`src/rtl/keypad_entry_if.sv`:
```
// ALU handshake bundle between the keypad front end and the arithmetic unit.
// Operands and results use sign-magnitude encoding: bit 32 is the sign.
interface keypad_entry_if;
    logic [32:0] num_a;
    logic [32:0] num_b;
    logic [1:0]  op;
    logic        calc_start;
    logic [32:0] alu_result;
    logic        alu_done;

    modport master (
        output num_a, num_b, op, calc_start,
        input  alu_result, alu_done
    );

    modport slave (
        input  num_a, num_b, op, calc_start,
        output alu_result, alu_done
    );
endinterface

```
`src/rtl/keypad_entry.sv`:
```
// Mouse-driven keypad front end for the calculator: synchronizes clicks, hit-tests
// the on-screen grid, and runs operand/operator entry toward the ALU.
module keypad_entry #(
    parameter logic [31:0] MAX_MAG = 32'hFFFF_FFFF
) (
    input  logic                  clk,
    input  logic                  reset,
    input  logic [9:0]            mouse_x,
    input  logic [8:0]            mouse_y,
    input  logic                  btn_left,
    keypad_entry_if.master        alu,
    output logic [32:0]           display_value,
    output logic                  key_valid,
    output logic [4:0]            key_code,
    output logic [1:0]            state
);

    typedef enum logic [1:0] {
        ENTER_A  = 2'd0,
        ENTER_B  = 2'd1,
        WAIT_ALU = 2'd2,
        SHOW     = 2'd3
    } state_t;

    logic       sync1, sync2, sync2_d, armed;
    logic [1:0] flush;
    logic       press;
    logic       press_hit;
    logic [4:0] press_code;

    // armed only after a low level has come through the synchronizer post-reset,
    // so a button held across reset release must be released before it counts.
    assign press = sync2 & ~sync2_d & armed;

    logic [1:0] row;
    logic [2:0] col;
    logic       row_hit, col_hit, cell_hit;
    logic [4:0] cell_code;

    always_comb begin
        row     = '0;
        row_hit = 1'b0;
        col     = '0;
        col_hit = 1'b0;
        for (int unsigned r = 0; r < 3; r++) begin
            if (mouse_y >= 9'(204 + 44 * r) && mouse_y < 9'(228 + 44 * r)) begin
                row     = 2'(r);
                row_hit = 1'b1;
            end
        end
        for (int unsigned c = 0; c < 6; c++) begin
            if (mouse_x >= 10'(220 + 44 * c) &&
                mouse_x < 10'((c == 5) ? 462 : (244 + 44 * c))) begin
                col     = 3'(c);
                col_hit = 1'b1;
            end
        end
        cell_hit  = row_hit & col_hit & ~(row == 2'd2 && col == 3'd5);
        cell_code = 5'(row) * 5'd6 + 5'(col);
    end

    always_ff @(posedge clk) begin
        if (reset) begin
            sync1      <= 1'b0;
            sync2      <= 1'b0;
            sync2_d    <= 1'b0;
            flush      <= '0;
            armed      <= 1'b0;
            press_hit  <= 1'b0;
            press_code <= '0;
            key_valid  <= 1'b0;
            key_code   <= '0;
        end else begin
            sync1   <= btn_left;
            sync2   <= sync1;
            sync2_d <= sync2;
            flush   <= {flush[0], 1'b1};
            if (flush[1] && !sync2)
                armed <= 1'b1;
            press_hit <= press & cell_hit;
            if (press && cell_hit)
                press_code <= cell_code;
            key_valid <= press_hit;
            if (press_hit)
                key_code <= press_code;
        end
    end

    state_t      st, nxt_st;
    logic [32:0] num_a_q, num_b_q, res_q;
    logic [32:0] nxt_a, nxt_b, nxt_res, nxt_disp;
    logic [1:0]  op_q, nxt_op;
    logic        b_ent, nxt_b_ent;
    logic        start_q, nxt_start;

    logic        is_digit, is_op, is_eq, is_clr, is_pm;
    logic [1:0]  key_op;
    logic [32:0] cur, dig_val, pm_val;
    logic [35:0] prod;
    logic        dig_ok, pm_ok;

    always_comb begin
        is_digit = key_code < 5'd10;
        is_op    = key_code >= 5'd10 && key_code <= 5'd13;
        is_eq    = key_code == 5'd14;
        is_clr   = key_code == 5'd15;
        is_pm    = key_code == 5'd16;
        key_op   = 2'(key_code - 5'd10);
        cur      = (st == ENTER_B) ? num_b_q : num_a_q;
        prod     = 36'(cur[31:0]) * 36'd10 + 36'(key_code);
        dig_ok   = prod <= 36'(MAX_MAG);
        dig_val  = {cur[32], prod[31:0]};
        pm_ok    = cur[31:0] != '0;
        pm_val   = {~cur[32], cur[31:0]};
    end

    always_comb begin
        nxt_st    = st;
        nxt_a     = num_a_q;
        nxt_b     = num_b_q;
        nxt_res   = res_q;
        nxt_op    = op_q;
        nxt_b_ent = b_ent;
        nxt_start = 1'b0;
        if (key_valid && is_clr) begin
            nxt_st    = ENTER_A;
            nxt_a     = '0;
            nxt_b     = '0;
            nxt_res   = '0;
            nxt_op    = '0;
            nxt_b_ent = 1'b0;
        end else begin
            case (st)
                ENTER_A: if (key_valid) begin
                    if (is_digit && dig_ok)
                        nxt_a = dig_val;
                    else if (is_pm && pm_ok)
                        nxt_a = pm_val;
                    else if (is_op) begin
                        nxt_op    = key_op;
                        nxt_b     = '0;
                        nxt_b_ent = 1'b0;
                        nxt_st    = ENTER_B;
                    end
                end
                ENTER_B: if (key_valid) begin
                    if (is_digit && dig_ok) begin
                        nxt_b     = dig_val;
                        nxt_b_ent = 1'b1;
                    end else if (is_pm && pm_ok) begin
                        nxt_b     = pm_val;
                        nxt_b_ent = 1'b1;
                    end else if (is_op && !b_ent)
                        nxt_op = key_op;
                    else if (is_eq) begin
                        nxt_start = 1'b1;
                        nxt_st    = WAIT_ALU;
                    end
                end
                WAIT_ALU: if (alu.alu_done) begin
                    nxt_res = alu.alu_result;
                    nxt_st  = SHOW;
                end
                SHOW: if (key_valid) begin
                    if (is_digit) begin
                        nxt_a  = 33'(key_code);
                        nxt_b  = '0;
                        nxt_st = ENTER_A;
                    end else if (is_op) begin
                        nxt_a     = res_q;
                        nxt_op    = key_op;
                        nxt_b     = '0;
                        nxt_b_ent = 1'b0;
                        nxt_st    = ENTER_B;
                    end
                end
                default: nxt_st = ENTER_A;
            endcase
        end
        case (nxt_st)
            ENTER_A: nxt_disp = nxt_a;
            SHOW:    nxt_disp = nxt_res;
            default: nxt_disp = nxt_b;
        endcase
    end

    always_ff @(posedge clk) begin
        if (reset) begin
            st            <= ENTER_A;
            num_a_q       <= '0;
            num_b_q       <= '0;
            res_q         <= '0;
            op_q          <= '0;
            b_ent         <= 1'b0;
            start_q       <= 1'b0;
            display_value <= '0;
        end else begin
            st            <= nxt_st;
            num_a_q       <= nxt_a;
            num_b_q       <= nxt_b;
            res_q         <= nxt_res;
            op_q          <= nxt_op;
            b_ent         <= nxt_b_ent;
            start_q       <= nxt_start;
            display_value <= nxt_disp;
        end
    end

    assign alu.num_a      = num_a_q;
    assign alu.num_b      = num_b_q;
    assign alu.op         = op_q;
    assign alu.calc_start = start_q;
    assign state          = st;

endmodule

```
`src/flat_wrapper.sv`:
```
// flat-port wrapper written by rule: the top's interface ports become plain ports
module keypad_entry_flat 
#(
    parameter logic [31:0] MAX_MAG = 32'hFFFF_FFFF
)
  (clk, reset, mouse_x, mouse_y, btn_left, display_value, key_valid, key_code, state, alu_num_a, alu_num_b, alu_op, alu_calc_start, alu_alu_result, alu_alu_done);
  keypad_entry_if alu_i ();
  input  logic clk;
  input  logic reset;
  input  logic [9:0] mouse_x;
  input  logic [8:0] mouse_y;
  input  logic btn_left;
  output logic [32:0] display_value;
  output logic key_valid;
  output logic [4:0] key_code;
  output logic [1:0] state;
  output wire logic [$bits(alu_i.num_a)-1:0] alu_num_a;
  output wire logic [$bits(alu_i.num_b)-1:0] alu_num_b;
  output wire logic [$bits(alu_i.op)-1:0] alu_op;
  output wire logic [$bits(alu_i.calc_start)-1:0] alu_calc_start;
  input wire logic [$bits(alu_i.alu_result)-1:0] alu_alu_result;
  input wire logic [$bits(alu_i.alu_done)-1:0] alu_alu_done;
  assign alu_num_a = alu_i.num_a;
  assign alu_num_b = alu_i.num_b;
  assign alu_op = alu_i.op;
  assign alu_calc_start = alu_i.calc_start;
  assign alu_i.alu_result = alu_alu_result;
  assign alu_i.alu_done = alu_alu_done;
  keypad_entry #(.MAX_MAG(MAX_MAG)) u_core (.clk(clk), .reset(reset), .mouse_x(mouse_x), .mouse_y(mouse_y), .btn_left(btn_left), .alu(alu_i), .display_value(display_value), .key_valid(key_valid), .key_code(key_code), .state(state));
endmodule
```
`config.mk`:
```
export PLATFORM = sky130hd
export DESIGN_NAME = keypad_entry_flat
export DESIGN_NICKNAME = d
export VERILOG_FILES = /design/src/rtl/keypad_entry_if.sv /design/src/rtl/keypad_entry.sv /design/src/flat_wrapper.sv
export SDC_FILE = /design/constraint.sdc
export NUM_CORES = 1
export LEC_CHECK = 0
export CAP_MARGIN = 5
export CORE_ASPECT_RATIO = 1.2
export CORE_MARGIN = 5
export CORE_UTILIZATION = 27
export DETAILED_ROUTE_END_ITERATION = 12
export HOLD_SLACK_MARGIN = 0.1
export SLEW_MARGIN = 20
export SYNTH_ARGS = -nofsm -noshare
export SYNTH_HDL_FRONTEND = slang
export SYNTH_SLANG_ARGS = --single-unit
```
`constraint.sdc`:
```
create_clock -name clk -period 7.12 [get_ports clk]
set_clock_uncertainty 0.15 [all_clocks]
set_input_delay 0.712 -clock clk [delete_from_list [all_inputs] [get_ports clk]]
set_output_delay 0.712 -clock clk [all_outputs]
set_load 0.05 [all_outputs]
```
==> results.md <==
* CTS clk-pin slew, worst paths at 0.07 ns
* Most frequent cells in the layout: nor2_1, clkdlybuf4s50_1, dfxtp_1
* Initial antenna violation count at 0
* Pre-CTS setup slack at 0.1553 ns
* F_max at 0.1461 GHz
* Clock Latency Late Sink at 0.45 ns
* Worst r2r path cells at 28
* Most common cell on crit path: buf_4
* R2r startpoint: u_core.state[1]
* Number of synthesized flops with an enable pin at 0
* Worst Hold Path Cells at 1
* WL/cell at 21.39 um
* Register area at 3126 um2
* Share of layout cells above drive strength 1 at 12.14%
* Final hold violations at 0
* Outcome: complete, no violations
* Min-delay worst type: reg2reg
* Primary FF master, synth: dfxtp_1
* Final setup violation count at 0
* Layout net count at 1883
* Post-synthesis compound-gate area fraction at 27.03%
* Vias/cell at 5.578
* Crit start category: register
* Largest net degree at the start of global routing at 66
* Mux cell area share after synthesis at 6.727%
* Worst Path Arrival at 7.03 ns
* RSZ-0062 raised after global routing: yes
* Post-synthesis xor/xnor area fraction at 4.925%
* Mapped Avg Cell Area at 7.533 um2
* First-pass DRT Iterations at 5
* Total global-route track usage at 19.81%
* Slew headroom at 29.85%
* Number of global-route vias before repair at 12430
* Synth cell types at 91
* Tmin final at 6.846 ns
* Inserted Clock Buffers at 17
* Vias post-DR at 13050
* Max incr delay on CP at 0.49 ns
* Max rail drop VDD at 0.0001383 V
* Critical Path End Type: register
* MaxCap Viol Count at 0
* Worst Max-Slew Pin Slew at 1.052 ns
* Initial core utilization at 27.36%
* Crit path to: u_core.display_value[8]
* Clock H-tree levels at 4
* IO Port Bufs at 162
* Setup CP Type: reg2reg
* Routability-driven placement congestion ratio at 0.9346
* Deepest clock path buffer count at 2
* Max FO, Critical Path at 35
* First-pass GRT wire length at 74460 um
* Synth async-reset ratio at 0%
* Largest family of logic cells by synthesized area: compound AO/OA/AOI/OAI gates
* Core box area at 42890 um2
* Commonest non-fill, non-tap cell in the layout: nor2_1
* Total gr overflow at 0
* Setup_tns at 0 ns
* Post-Syn Instances at 1558
* Post-synthesis sequential area ratio at 26.61%
* Setup slack, reg-to-reg at 0.27 ns
* Full die area at 47760 um2
* CP required at 7.30 ns
* DRC violations left at 0
* CP max stage cell: fa_1
* Yosys warns at 0
* Die W at 200.3 um
* Fin crit share at 96.15%
* Layout area overhead at 30.23%
* Ant diodes at 0
* Pwr/cell area at 122.7 nW/um2
* DRT iter0 DRCs at 1338
* Fin. max-slew vios at 0
* Final WS setup at 0.2739 ns
* Post-Synth Simple-Gate Area at 24.33%
* Crit path from: u_core.state[1]
* Root Driver: clkbuf_16
* Final wirelength at 50030 um
* Post-Syn Area at 11740 um2
* Number of fill cells at 4461
* Multi-input gate area at 8149 um2
* Detailed Place HPWL at 38740 um
* #FFs+latches synth at 156
* Row cnt at 83
* Hold Startpoint: u_core.flush[0]
* Io pins at 166
* Pwr Total at 1.875 mW
* TritonCTS clock tree: yes
* FF-to-FF End: u_core.display_value[8]
* Post-route antenna net violation count at 0
* Syn_nets at 1666
* Clock sink count at 156
* Die Y-Extent at 238.4 um
* Pleak at 5.795 nW
* Synthesized-area fraction occupied by adder cells at 5.821%
cells by family after synthesis:
kind of cell,after synthesis
and+or+nand+nor,614
muxes,78
AOI/OAI and AO/OA,466
buffers and inverters,125
xor gates and xnor gates,66
adders and majority gates,53
DFF,156
worst min-delay path by stage:
stage                       to
3_3_place_gp      u_core.sync2
4_1_cts        u_core.flush[1]
3_5_place_dp   u_core.flush[1]
5_1_grt           u_core.sync2
2_1_floorplan  u_core.flush[1]
6_report       u_core.flush[1]
layer usage:
metal | share of wire, % | GRT usage (%)
met5 | 0 | 0
met4 | 4.7 | 9.284
met3 | 7.9 | 3.656
met2 | 46 | 32.62
met1 | 41 | 25.26
cells in the mapped netlist (16+ instances only):
| library cell | count | share of area [%] |
|---|---|---|
| nor2_1 | 265 | 8.5 |
| nand3_1 | 25 | 1.1 |
| xor2_1 | 40 | 3.0 |
| o211ai_1 | 17 | 1.1 |
| nand4_1 | 18 | 0.96 |
| o21ai_0 | 82 | 3.5 |
| nand2_1 | 146 | 4.7 |
| o22ai_1 | 16 | 0.85 |
| clkbuf_1 | 64 | 2.0 |
| inv_1 | 30 | 0.96 |
| xnor2_1 | 26 | 1.9 |
| a21o_1 | 16 | 1.0 |
| and2_1 | 19 | 1.0 |
| ha_1 | 49 | 5.2 |
| mux2i_1 | 71 | 6.1 |
| a31oi_1 | 17 | 0.91 |
| nor3_1 | 45 | 1.9 |
| dfxtp_1 | 156 | 27 |
| nand2b_1 | 18 | 0.96 |
| a22oi_1 | 24 | 1.5 |
| a21oi_1 | 126 | 5.4 |
flip-flops by register name (all words and copies together) (netlist names):
| name | flops |
|---|---|
| u_core.alu.num_a | 33 |
| u_core.alu.num_b | 33 |
| u_core.display_value | 33 |
| u_core.res_q | 33 |
| u_core.key_code | 5 |
| u_core.press_code | 5 |
| u_core.alu.op | 2 |
| u_core.flush | 2 |
| u_core.state | 2 |
| u_core.alu.calc_start | 1 |
| u_core.armed | 1 |
| u_core.b_ent | 1 |
| u_core.key_valid | 1 |
| u_core.press_hit | 1 |
| u_core.sync1 | 1 |
| u_core.sync2 | 1 |
| u_core.sync2_d | 1 |
stage by stage:
step	hold WS [ns]	instance area (um2)	instances	util, %
3_5_place_dp	0.2720	14620	2304	34.09
3_3_place_gp	0.2779	14620	2304	34.09
6_report	0.2815	15280	2339	35.64
2_1_floorplan	0.2638	11740	1558	-
4_1_cts	0.2854	15200	2335	35.44
5_1_grt	0.3138	15280	2339	35.64
power breakdown:
part / leakage, nW / switching (mW) / internal (mW)
sequential: 1.26 / 0.000682 / 0.874
clock: 0.269 / 0.388 / 0.534
combinational: 4.27 / 0.0405 / 0.0378
total: 5.80 / 0.430 / 1.45
cell type report:
class,instances,area share [%]
repair buffers,291,17.16
multi-input cells,1277,53.32
clock inverters,9,0.7367
inverters,32,0.7859
clock buffers,22,3.037
flip-flops and latches,156,20.45
well taps,552,4.519
repair_timing:
| action | CTS | global route |
|---|---|---|
| setup endpoints to repair | 0 | 33 |
| buffers inserted | 0 | 4 |
| resized for setup | 0 | 9 |
| hold buffers | 0 | 0 |
| hold endpoints to repair | 0 | 0 |
worst max-delay path: cells and delay by family (launching register included):
kind / cells / cell delay (ns)
flops: 1 / 0.31
fa+ha+maj: 3 / 0.93
compound gates: 9 / 1.91
mux: 1 / 0.34
buf+inv: 6 / 1.11
xor+xnor: 1 / 0.10
simple gates: 8 / 1.81
(Power assumes the default switching activity.)
